==> config.mk <==
export PLATFORM = sky130hd
export DESIGN_NAME = uart_word_receiver
export DESIGN_NICKNAME = d
export VERILOG_FILES = /design/src/rtl/uart_word_receiver.sv
export SDC_FILE = /design/constraint.sdc
export NUM_CORES = 1
export LEC_CHECK = 0
export ABC_AREA = 1
export BUFFER_PORTS_ARGS = -buffer_cell sky130_fd_sc_hd__buf_4
export CAP_MARGIN = 20
export CORE_UTILIZATION = 57
export DETAILED_ROUTE_END_ITERATION = 16
export GPL_ROUTABILITY_DRIVEN = 0
export PLACE_DENSITY_LB_ADDON = 0.2
export SYNTH_ARGS = -nofsm -noshare
export SYNTH_HDL_FRONTEND = slang
export SYNTH_SLANG_ARGS = --single-unit
==> constraint.sdc <==
create_clock -name clk -period 2.23 [get_ports clk]
set_input_delay 0.446 -clock clk [delete_from_list [all_inputs] [get_ports clk]]
set_output_delay 0.446 -clock clk [all_outputs]
set_load 0.02 [all_outputs]
==> src/rtl/uart_word_receiver.sv <==
// uart_word_receiver
//   Serial-load front end. Receives 8N1 UART bytes on Rx_Serial, packs each
//   group of 4 accepted bytes into a 32-bit word (first byte in [31:24]) and
//   presents it with a one-cycle strobe and a 0-based word index. Raises done
//   once MAX_WORDS words have been strobed. Active only while en is high.
//
//   Output protocol: word_valid is a single-cycle strobe with no back-pressure.
//   word_data/word_addr are valid in the strobe cycle and hold until the next
//   strobe. frame_err is a single-cycle pulse and never coincides with
//   word_valid.
//
// Ports
//   clk        in   system clock, rising edge
//   reset      in   synchronous, active-low reset
//   en         in   load enable; low = idle and clear progress
//   Rx_Serial  in   asynchronous serial input, idle high
//   word_valid out  one-cycle strobe for word_data/word_addr
//   word_data  out  assembled 32-bit word
//   word_addr  out  index of the strobed word
//   frame_err  out  one-cycle pulse on a bad stop bit
//   done       out  high once MAX_WORDS words have been strobed
module uart_word_receiver #(
  parameter int CLKS_PER_BIT = 10417,
  parameter int ADDR_BIT     = 8,
  parameter int MAX_WORDS    = 256
) (
  input  logic                clk,
  input  logic                reset,
  input  logic                en,
  input  logic                Rx_Serial,
  output logic                word_valid,
  output logic [31:0]         word_data,
  output logic [ADDR_BIT-1:0] word_addr,
  output logic                frame_err,
  output logic                done
);

  localparam int CW  = $clog2(CLKS_PER_BIT);
  localparam int WCW = ADDR_BIT + 1;
  localparam logic [CW-1:0]  HALF_C = CW'(CLKS_PER_BIT / 2);
  localparam logic [CW-1:0]  LAST_C = CW'(CLKS_PER_BIT - 1);
  localparam logic [WCW-1:0] MAX_C  = WCW'(MAX_WORDS);

  // S_WAIT holds off after a bad stop bit until the line returns high, so a
  // held-low line is not mistaken for a new start bit.
  typedef enum logic [2:0] {S_IDLE, S_START, S_DATA, S_STOP, S_WAIT} state_t;

  state_t             state_q, state_d;
  logic               rx_meta_q, rx_s_q;
  logic [CW-1:0]      cnt_q, cnt_d;
  logic [2:0]         bit_idx_q, bit_idx_d;
  logic [7:0]         rx_byte_q, rx_byte_d;
  logic [23:0]        shift_q, shift_d;
  logic [1:0]         byte_cnt_q, byte_cnt_d;
  logic [WCW-1:0]     word_cnt_q, word_cnt_d;
  logic               word_valid_q, word_valid_d;
  logic [31:0]        word_data_q, word_data_d;
  logic [ADDR_BIT-1:0] word_addr_q, word_addr_d;
  logic               frame_err_q, frame_err_d;
  logic               done_q, done_d;

  always_comb begin
    state_d      = state_q;
    cnt_d        = cnt_q;
    bit_idx_d    = bit_idx_q;
    rx_byte_d    = rx_byte_q;
    shift_d      = shift_q;
    byte_cnt_d   = byte_cnt_q;
    word_cnt_d   = word_cnt_q;
    word_valid_d = 1'b0;
    word_data_d  = word_data_q;
    word_addr_d  = word_addr_q;
    frame_err_d  = 1'b0;
    done_d       = done_q;

    // Word count advances in the strobe cycle, so done appears one cycle later.
    if (word_valid_q) begin
      word_cnt_d = word_cnt_q + WCW'(1);
      if (word_cnt_q + WCW'(1) == MAX_C) done_d = 1'b1;
    end

    case (state_q)
      S_IDLE: begin
        if (!rx_s_q) begin
          state_d = S_START;
          cnt_d   = '0;
        end
      end
      S_START: begin
        if (cnt_q == HALF_C) begin
          cnt_d     = '0;
          bit_idx_d = '0;
          state_d   = rx_s_q ? S_IDLE : S_DATA;
        end else begin
          cnt_d = cnt_q + CW'(1);
        end
      end
      S_DATA: begin
        if (cnt_q == LAST_C) begin
          cnt_d     = '0;
          rx_byte_d = {rx_s_q, rx_byte_q[7:1]};
          bit_idx_d = bit_idx_q + 3'd1;
          if (bit_idx_q == 3'd7) state_d = S_STOP;
        end else begin
          cnt_d = cnt_q + CW'(1);
        end
      end
      S_STOP: begin
        if (cnt_q == LAST_C) begin
          cnt_d = '0;
          if (rx_s_q) begin
            state_d    = S_IDLE;
            shift_d    = {shift_q[15:0], rx_byte_q};
            byte_cnt_d = byte_cnt_q + 2'd1;
            if (byte_cnt_q == 2'd3 && !done_q) begin
              word_data_d  = {shift_q, rx_byte_q};
              word_addr_d  = word_cnt_q[ADDR_BIT-1:0];
              word_valid_d = 1'b1;
            end
          end else begin
            state_d     = S_WAIT;
            frame_err_d = 1'b1;
            byte_cnt_d  = '0;
          end
        end else begin
          cnt_d = cnt_q + CW'(1);
        end
      end
      S_WAIT: begin
        if (rx_s_q) state_d = S_IDLE;
      end
      default: state_d = S_IDLE;
    endcase

    if (!en) begin
      state_d      = S_IDLE;
      byte_cnt_d   = '0;
      word_cnt_d   = '0;
      done_d       = 1'b0;
      word_valid_d = 1'b0;
      frame_err_d  = 1'b0;
    end
  end

  always_ff @(posedge clk) begin
    if (!reset) begin
      rx_meta_q    <= 1'b1;
      rx_s_q       <= 1'b1;
      state_q      <= S_IDLE;
      cnt_q        <= '0;
      bit_idx_q    <= '0;
      rx_byte_q    <= '0;
      shift_q      <= '0;
      byte_cnt_q   <= '0;
      word_cnt_q   <= '0;
      word_valid_q <= 1'b0;
      word_data_q  <= '0;
      word_addr_q  <= '0;
      frame_err_q  <= 1'b0;
      done_q       <= 1'b0;
    end else begin
      rx_meta_q    <= Rx_Serial;
      rx_s_q       <= rx_meta_q;
      state_q      <= state_d;
      cnt_q        <= cnt_d;
      bit_idx_q    <= bit_idx_d;
      rx_byte_q    <= rx_byte_d;
      shift_q      <= shift_d;
      byte_cnt_q   <= byte_cnt_d;
      word_cnt_q   <= word_cnt_d;
      word_valid_q <= word_valid_d;
      word_data_q  <= word_data_d;
      word_addr_q  <= word_addr_d;
      frame_err_q  <= frame_err_d;
      done_q       <= done_d;
    end
  end

  assign word_valid = word_valid_q;
  assign word_data  = word_data_q;
  assign word_addr  = word_addr_q;
  assign frame_err  = frame_err_q;
  assign done       = done_q;

endmodule

==> results.md, run 1 <==
- CP Capture Type: flip-flop
- Top_reg_cell synth: dfxtp_1
- Pwr per Cell Area: approximately 600 nW/µm²
- Syn avg cell area: between 7 and 8 µm²
- HPWL after DPL: roughly 7400 µm
- Number of global-route vias before repair: 3,991
- Yosys warns: 0
- Syn nets: 673
- Synth top area cells: dfxtp_1, nand2_1, a21oi_1, nand4_1, inv_1
- Count leader, synth: nand2_1
- GR Overflow Total: 0
- Post-route ant nets: 0
- Post-synth cell types: 35
- Area delta synth->final: 11.5%
- Cells along the critical path: inv_1 > ha_1 > nand2_1 > nor2_1 > nand2_1 > inv_2 > buf_4 > nand4_1 > a21oi_1
- Yosys top cell area share: 0.440
- Post-layout nets: approximately 700
- Fin. Hold Viols: 0
- Status: complete, no violations
- CP peak stage delay: 0.35 ns
- Min Clock Period, post-route: 1.78 ns
- DIE AREA: 8990 µm²
- Fin crit share: 0.800
- CTS tree: done
- Die X: 94.8 µm
- Mapped Cells: between 600 and 700
- Max cap viols: 0
- Fmax: approximately 560 MHz
- Req. time, crit path: 2.53 ns
- Die height: between 90 and 100 µm
- Yosys reg bits: roughly 110
- Fin worst setup slack: between 0.4 and 0.5 ns
- Via density: between 5 and 6
- Static leakage: 2.31 nW
- Reg area: 2160 µm²
- Worst EP arrival: 2.09 ns
- Initial antenna violation count: 0
- Antenna diodes: 0
- Filler Cells Inserted: between 700 and 800
- Post-CTS Resized: 0
- CP max-delay cell: dfxtp_1
- Starting DRT DRC Count: a little over 200
- Worst-path clk slew: around 0.10 ns
- Initial Util: 0.595
- First-pass GRT wire length: between 15,000 and 20,000 µm
- Final setup fails: 0
- Fin util: 0.663
- Row count: 33
- Overall power: roughly 3.3 mW
- CP most frequent cell: nand2_1
- CTS sink cnt: ~110
- Share of cells above drive strength 1: 0.187
- Peak supply drop: 0.000318 V
- Setup TNS: 0 ns
- Largest net degree at the start of global routing: just over 40
- IO Port Bufs: between 40 and 50
- DRC: 0
- Crit Path Max Fanout: 32
- Top post-synthesis cells by count: nand2_1, dfxtp_1, inv_1, a21oi_1, nor2_1
- Area occupied by multi-input gates: about 2200 µm²
- Worst min path class: in -> reg
- Post-CTS repair timing setup buffer count: 0
- DRT Pass-1 Iters: 4
- Max transition margin: 0.670
- CTS root buf: clkbuf_8
- Detailed-route via count: 4,339
- WL final: 10,500 µm
- I/O pins: 47
- Max Slew Vio Count: 0
- Yosys top cell by area: dfxtp_1
- Skew-Pair Late Insertion Delay: approximately 0.37 ns
- RSZ-0062 raised after global routing: false
- CTS buffer count: 9
- Total GRT Usage: 0.244
- Critical path startpoint category: flip-flop
- Core box area: about 8300 µm²
- Post-synthesis async set-or-reset flop share: 0
- H-tree depth: 3
- Post-synthesis sequential area ratio: 0.440
- Worst Skew: between 0.01 and 0.015 ns
- DP Worst Slack: approximately 0.45 ns
- Post-synth EDFFs: 0
- Clk buf depth: 2
- Post-synthesis cell area: 4910 µm²
- Wire length per cell: about 13 µm
- CP Class: reg -> reg
- Hold_buf cts: 0
- Actual slew at the worst max-slew pin: about 0.5 ns
- Hold_ws: around 0.28 ns
-- worst max-delay path: cells and delay by family (launching register included) --
kind	cells	cell delay, ns
buffers and inverters	3	0.56
adders and majority gates	1	0.18
and+or+nand+nor	4	0.44
AOI/OAI and AO/OA	1	0.17
DFF	1	0.35
-- sequential cells by signal (all words and copies together), names as in the netlist --
name        count
bit_idx_q       3
byte_cnt_q      2
cnt_q          14
done            1
frame_err       1
rx_byte_q       8
rx_meta_q       1
rx_s_q          1
shift_q        24
state_q         3
word_addr       8
word_cnt_q      9
word_data      32
word_valid      1
-- cell usage in the layout, fill, tap and decap left out, types with 4 or more instances in the layout --
cell type	count
a21oi_2	14
nor3_1	5
o21ai_1	6
a21oi_1	68
nand2_1	146
inv_1	71
inv_2	11
nand3_1	26
clkinv_4	4
dfxtp_1	108
inv_8	4
buf_4	57
nand4_1	46
o211ai_1	4
nor2_1	55
ha_1	7
nand2_2	13
o21ai_0	21
clkbuf_8	9
-- cell type report --
cell class                      instances  area share
Clock buffer                            9      0.0226
Clock inverter                          7      0.0144
Inverter                               85      0.0601
Multi-Input combinational cell        435       0.406
Sequential cell                       108       0.395
Tap cell                              105      0.0240
Timing Repair Buffer                   57      0.0782
-- path summary, 6_finish.rpt --
check | start | end | slack (ns) | cells past startpoint
max | cnt_q[0]$_SDFFE_PN0P_ | word_data[13]$_SDFFE_PN0P_ | 0.45 | 9
min | Rx_Serial | rx_meta_q$_SDFF_PN1_ | 0.28 | 2
max reg2reg | cnt_q[0]$_SDFFE_PN0P_ | word_data[13]$_SDFFE_PN0P_ | 0.45 | 9
min reg2reg | rx_meta_q$_SDFF_PN1_ | rx_s_q$_SDFF_PN1_ | 0.45 | 1
-- stage by stage --
| stage | cell area (µm²) | cells |
|---|---|---|
| after floorplan | 4910 | 662 |
| after global placement | 5270 | 790 |
| after detailed placement | 5270 | 790 |
| after CTS | 5480 | 806 |
| after global routing | 5480 | 806 |
| final | 5480 | 806 |
-- cells by family after synthesis --
group | count (synthesis) | share of synthesized area
and+or+nand+nor | 309 | 0.295
adders and majority gates | 7 | 0.0178
DFF | 108 | 0.440
AOI/OAI and AO/OA | 116 | 0.134
xor gates and xnor gates | 3 | 0.00535
buffers and inverters | 119 | 0.107
-- report_power, final --
group / internal (mW) / leakage, nW / total, mW / switching (mW)
clock: 0.451 / 0.104 / 1.19 / 0.739
combinational: 0.0597 / 1.34 / 0.197 / 0.138
sequential: 1.94 / 0.870 / 1.96 / 0.0169
total: 2.45 / 2.31 / 3.35 / 0.894
-- routing by layer --
metal,part of all wire,track usage,wire length (µm)
met1,0.46,0.296,4850
met3,0.034,0.0346,354
met2,0.48,0.427,5080
met5,0,0,0
met4,0.021,0.106,218
(Power assumes the default switching activity.)
==> inputs of run 2 (changes only) <==
Settings changed: CORE_UTILIZATION 57 to 53.
Clock period 2.23 ns to 1.6 ns, I/O delays scaled along.
==> results.md, run 2 (synthesis gave the netlist of run 1 again) <==
- Fmax: 605 MHz (+7.9%)
- CP most frequent cell: nand2_2
- Total GRT Usage: 0.237 (-0.00684)
- Fin. Hold Viols: 0 (unchanged)
- Filler Cells Inserted: 685 (-6.7%)
- Peak supply drop: 0.000509 V (+60%)
- H-tree depth: 3 (unchanged)
- CP max-delay cell: dfxtp_1
- Starting DRT DRC Count: 254 (+23%)
- Max transition margin: 0.768 (+0.0979)
- Post-route ant nets: 0 (unchanged)
- Die height: 98.2 µm (+3.6%)
- Initial antenna violation count: 0 (unchanged)
- CP Class: reg -> reg
- CTS tree: done
- Share of cells above drive strength 1: 0.333 (+0.146)
- Row count: 34 (+3.0%)
- Commonest cells after routing, fill and taps aside: nand2_1, dfxtp_1, buf_4
- Fin util: 0.708 (+0.0448)
- Crit Path Max Fanout: 6 (-81%)
- Antenna diodes: 0 (unchanged)
- Fin worst setup slack: -0.0526 ns (-0.499 ns)
- DRT Pass-1 Iters: 13 (+9)
- Max cap viols: 0 (unchanged)
- WL final: 12,600 µm (+20%)
- Core box area: 8850 µm² (+7.2%)
- Cells along the critical path: nor2_1 > nand2_2 > nor2_4 > nand2_4 > clkinv_4 > nand3_4 > clkbuf_16 > nand2_2 > nand2_1 > a21oi_2
- Status: finished with violations
- Final setup fails: 13 (+13)
- Wire length per cell: 14.9 µm (+15%)
- Failing checks: DRC, setup timing
- Most common cell after layout, fill and taps aside: nand2_1
- DIE AREA: 9650 µm² (+7.4%)
- CTS sink cnt: 108 (unchanged)
- Overall power: 4.93 mW (+47%)
- First-pass GRT wire length: 18,700 µm (+7.3%)
- GR Overflow Total: 0 (unchanged)
- Setup TNS: -0.187 ns (-0.187 ns)
- CTS buffer count: 9 (unchanged)
- Largest net degree at the start of global routing: 34 (-17%)
- IO Port Bufs: 46 (unchanged)
- Req. time, crit path: 1.91 ns (-0.62 ns)
- Max Slew Vio Count: 0 (unchanged)
- Skew-Pair Late Insertion Delay: 0.37 ns (about the same)
- Worst EP arrival: 1.96 ns (-0.13 ns)
- Via density: 5.44 (+0.96%)
- CP peak stage delay: 0.35 ns (about the same)
- Die X: 98.2 µm (+3.6%)
- Post-layout nets: 739 (+4.5%)
- Initial Util: 0.555 (-0.0397)
- Fin crit share: 1.03 (+0.233)
- CP Capture Type: flip-flop
- RSZ-0062 raised after global routing: true
- Min Clock Period, post-route: 1.65 ns (-0.131 ns)
- Area delta synth->final: 27.6%
- I/O pins: 47 (unchanged)
- DRC: 2 (+2)
- Detailed-route via count: 4,571 (+5.3%)
- Clk buf depth: 2 (unchanged)
- Max reg flops: 32 (unchanged)
- Hold_buf cts: 0 (unchanged)
- Number of global-route vias before repair: 4,191 (+5.0%)
- Static leakage: 2.60 nW (+12%)
- CTS root buf: clkbuf_8
- Worst min path class: in -> reg
- Actual slew at the worst max-slew pin: 0.347 ns (-0.147 ns)
- HPWL after DPL: 8190 µm (+10%)
- Critical path startpoint category: flip-flop
- Worst Skew: 0.0151 ns (+0.00248 ns)
- Worst-path clk slew: 0.11 ns (about the same)
- Pwr per Cell Area: 787 nW/µm² (+29%)
==> run 2: cell types whose count changed in the layout (fill, tap and decap cells not counted), moves of 9 or more <==
cell,before,now
a21oi_1,68,46
a21oi_2,14,36
buf_4,57,74
dfxtp_1,108,96
dfxtp_2,0,9
nand2_1,146,110
nand2_2,13,32
nand2_4,2,19
==> run 2: what timing repair did <==
item	4_1_cts	5_1_grt
setup buffers	0	9
setup endpoints to repair	3	90
pin swaps	1	16
gates resized for setup	0	118
gates cloned	0	7
==> run 2: stage by stage <==
stage / area, µm² / worst slack (ns) / cells / hold WS [ns]
after floorplan: 4910 / 0.102 / 662 / 0.393
after global placement: 5430 / 0.0540 / 809 / 0.406
after detailed placement: 5430 / 0.00906 / 809 / 0.405
after CTS: 5660 / 0.00178 / 825 / 0.140
after global routing: 6260 / -0.137 / 841 / 0.130
final: 6260 / -0.0526 / 841 / 0.151
==> run 2: worst paths after layout <==
| check | start | to | slack [ns] | depth (start not counted) |
|---|---|---|---|---|
| worst max-delay path | cnt_q[2]$_SDFFE_PN0P_ | shift_q[13]$_SDFFE_PN0P_ | -0.05 | 10 |
| worst min-delay path | Rx_Serial | rx_meta_q$_SDFF_PN1_ | 0.15 | 2 |
| worst max register to register | cnt_q[2]$_SDFFE_PN0P_ | shift_q[13]$_SDFFE_PN0P_ | -0.05 | 10 |
| worst min register to register | rx_meta_q$_SDFF_PN1_ | rx_s_q$_SDFF_PN1_ | 0.45 | 1 |
==> run 2: final cells by class <==
cell class | instances | area (µm²) | area share
multi-input cells | 435 | 2560 | 0.409
repair buffers | 89 | 827 | 0.132
flip-flops and latches | 108 | 2180 | 0.349
inverters | 85 | 332 | 0.0529
clock inverters | 6 | 95.1 | 0.0152
clock buffers | 10 | 128 | 0.0204
well taps | 108 | 135 | 0.0216
==> run 2: layer usage <==
metal  vias to the layer above  track usage  routed length [µm]  share of wire
met2                       107        0.418                6560           0.52
met5                         -            0                   0              0
li1                       2287            -                   -              -
met3                        31       0.0394                 538          0.043
met4                         0       0.0987                 344          0.027
met1                      2146        0.286                5120           0.41
==> run 2: power by group <==
part / internal, mW / total [mW] / switching [mW] / leakage [nW]
Sequential: 2.70 / 2.72 / 0.0178 / 0.877
Clock: 0.899 / 1.84 / 0.940 / 0.105
Combinational: 0.137 / 0.370 / 0.234 / 1.61
==> run 2: worst max-delay path, delay by kind of cell, from the launching register on <==
family / cells / cell delay, ns
AO/OA/AOI/OAI: 1 / 0.11
buffers and inverters: 2 / 0.29
flip-flops: 1 / 0.35
AND/OR/NAND/NOR: 7 / 0.82
==> inputs of run 3 (changes only) <==
Settings changed: CORE_MARGIN set to 2.
==> results.md, run 3 (synthesis gave the netlist of run 1 again) <==
- Status: complete, no violations
- Most common cell after layout, fill and taps aside: nand2_1
- Final Non-Filler Cells: 841 (unchanged)
- WL final: 11,100 µm (-12%)
- Static leakage: 2.52 nW (-3.1%)
- Area delta synth->final: 20.5%
- GR Overflow Total: 0 (unchanged)
- Die X: 100 µm (+2.0%)
- Cells after DPL: 814 (+0.62%)
- Fin. Hold Viols: 0 (unchanged)
- CP peak stage delay: 0.34 ns (about the same)
- Starting DRT DRC Count: 157 (-38%)
- Total GRT Usage: 0.228 (-0.00926)
- Worst Skew: 0.0107 ns (-0.00445 ns)
- Worst Path Buf+Inv: 4 (+2)
- DRT Pass-1 Iters: 6 (-7)
- Die height: 100 µm (+2.0%)
- Initial Util: 0.539 (-0.0159)
- Cells along the critical path: inv_2 > ha_4 > nand3_2 > nor2_4 > nand2_4 > clkinv_4 > nand3_4 > clkinv_4 > buf_4 > nand2_2 > a21oi_2
- Actual slew at the worst max-slew pin: 0.414 ns (+0.0671 ns)
- Largest net degree at the start of global routing: 41 (+21%)
- RSZ-0062 raised after global routing: true
- Row count: 35 (+2.9%)
- R2R Setup Slk: 0.05 ns (+0.11 ns)
- Post-layout nets: 736 (-0.41%)
- Worst-path clk slew: 0.10 ns (about the same)
- DIE AREA: 10,000 µm² (+4.1%)
- Worst min path class: in -> reg
- CTS sink cnt: 108 (unchanged)
- Worst EP arrival: 1.86 ns (-0.10 ns)
- Crit Path Max Fanout: 13 (+7)
- Max cap viols: 0 (unchanged)
- Commonest cells after routing, fill and taps aside: nand2_1, dfxtp_1, buf_4
- IO Port Bufs: 46 (unchanged)
- I/O pins: 47 (unchanged)
- Pwr per Cell Area: 812 nW/µm² (+3.1%)
- H-tree depth: 3 (unchanged)
- Skew-Pair Late Insertion Delay: 0.37 ns (about the same)
- Req. time, crit path: 1.91 ns (about the same)
- Share of cells above drive strength 1: 0.252 (-0.0808)
- Antenna diodes: 0 (unchanged)
- CTS root buf: clkbuf_8
- DRC: 0 (-2)
- First-pass GRT wire length: 18,500 µm (-1.1%)
- Post-route ant nets: 0 (unchanged)
- CTS tree: done
- Detailed-route via count: 4,430 (-3.1%)
- CP max-delay cell: dfxtp_2
- Min Clock Period, post-route: 1.55 ns (-0.106 ns)
- CP most frequent cell: clkinv_4
- HPWL after DPL: 7810 µm (-4.6%)
- Core box area: 9110 µm² (+2.9%)
- Critical path startpoint category: flip-flop
- Number of global-route vias before repair: 4,011 (-4.3%)
- Fin crit share: 0.966 (-0.0665)
- Via density: 5.27 (-3.1%)
- Overall power: 4.80 mW (-2.6%)
- Fmax: 647 MHz (+6.9%)
- CP Class: reg -> reg
- Max Slew Vio Count: 0 (unchanged)
- Initial antenna violation count: 0 (unchanged)
- Max transition margin: 0.724 (-0.0442)
- Wire length per cell: 13.2 µm (-12%)
- CTS buffer count: 9 (unchanged)
- Clk buf depth: 2 (unchanged)
- CP Capture Type: flip-flop
- Family with the most delay on the worst path: simple AND/OR/NAND/NOR gates
- Max reg flops: 32 (unchanged)
- Final setup fails: 0 (-13)
- Peak supply drop: 0.000408 V (-20%)
## run 3: cell count changes in the layout (fill, tap and decap cells not counted), sizes merged
cell and change:
clkinvlp -1, bufinv -1, inv -1, buf +2, clkinv +4, clkbuf -6
## run 3: metal layers
layer / GRT usage / up-vias / wire length [µm]
li1: - / 2279 / -
met1: 0.288 / 2043 / 4970
met2: 0.390 / 87 / 5550
met3: 0.0292 / 21 / 328
met4: 0.0991 / 0 / 243
met5: 0 / - / 0
## run 3: worst paths after layout
kind                                       startpoint                    endpoint  cells after the start
worst max-delay path            cnt_q[0]$_SDFFE_PN0P_  byte_cnt_q[1]$_SDFFE_PN0P_                     11
worst min-delay path                        Rx_Serial        rx_meta_q$_SDFF_PN1_                      2
worst min register to register   rx_meta_q$_SDFF_PN1_           rx_s_q$_SDFF_PN1_                      1
worst max register to register  cnt_q[0]$_SDFFE_PN0P_  byte_cnt_q[1]$_SDFFE_PN0P_                     11
## run 3: cell type report
type	count	area, µm²
Timing Repair Buffer	86	753
Inverter	85	332
Sequential cell	108	2170
Fill cell	815	3190
Tap cell	111	139
Clock inverter	7	85.1
Clock buffer	9	124
Multi-Input combinational cell	435	2310
## run 3: stage by stage
step	worst slack, ns	setup TNS (ns)	hold WS (ns)	util	instance area, µm²
global route	-0.0901	-1.59	0.142	0.649	5920
floorplan	0.102	0	0.393	-	4910
global placement	0.0430	0	0.411	0.604	5500
detailed placement	-0.00774	-0.0107	0.404	0.604	5500
finish	0.0538	0	0.153	0.649	5920
CTS	0.000847	0	0.145	0.633	5770
## run 3: worst reg2reg max path, delay by kind of cell (launching register included)
| family | cells | cell delay (ns) |
|---|---|---|
| DFF | 1 | 0.34 |
| AOI/OAI and AO/OA | 1 | 0.10 |
| adders and majority gates | 1 | 0.14 |
| buffers and inverters | 4 | 0.42 |
| and+or+nand+nor | 5 | 0.49 |
## run 3: where the power goes
part	switching, mW	internal [mW]	leakage (nW)	total (mW)
combinational	0.223	0.132	1.54	0.355
sequential	0.0166	2.71	0.875	2.72
clock	0.973	0.748	0.103	1.72
total	1.21	3.59	2.52	4.80
## run 3: what timing repair did
| action | in CTS | in global routing |
|---|---|---|
| gates cloned | 1 | 0 |
| resized for setup | 4 | 31 |
| pin swaps | 1 | 7 |
| setup buffers | 2 | 8 |
| setup endpoints to repair | 17 | 88 |
| hold buffers | 0 | 0 |
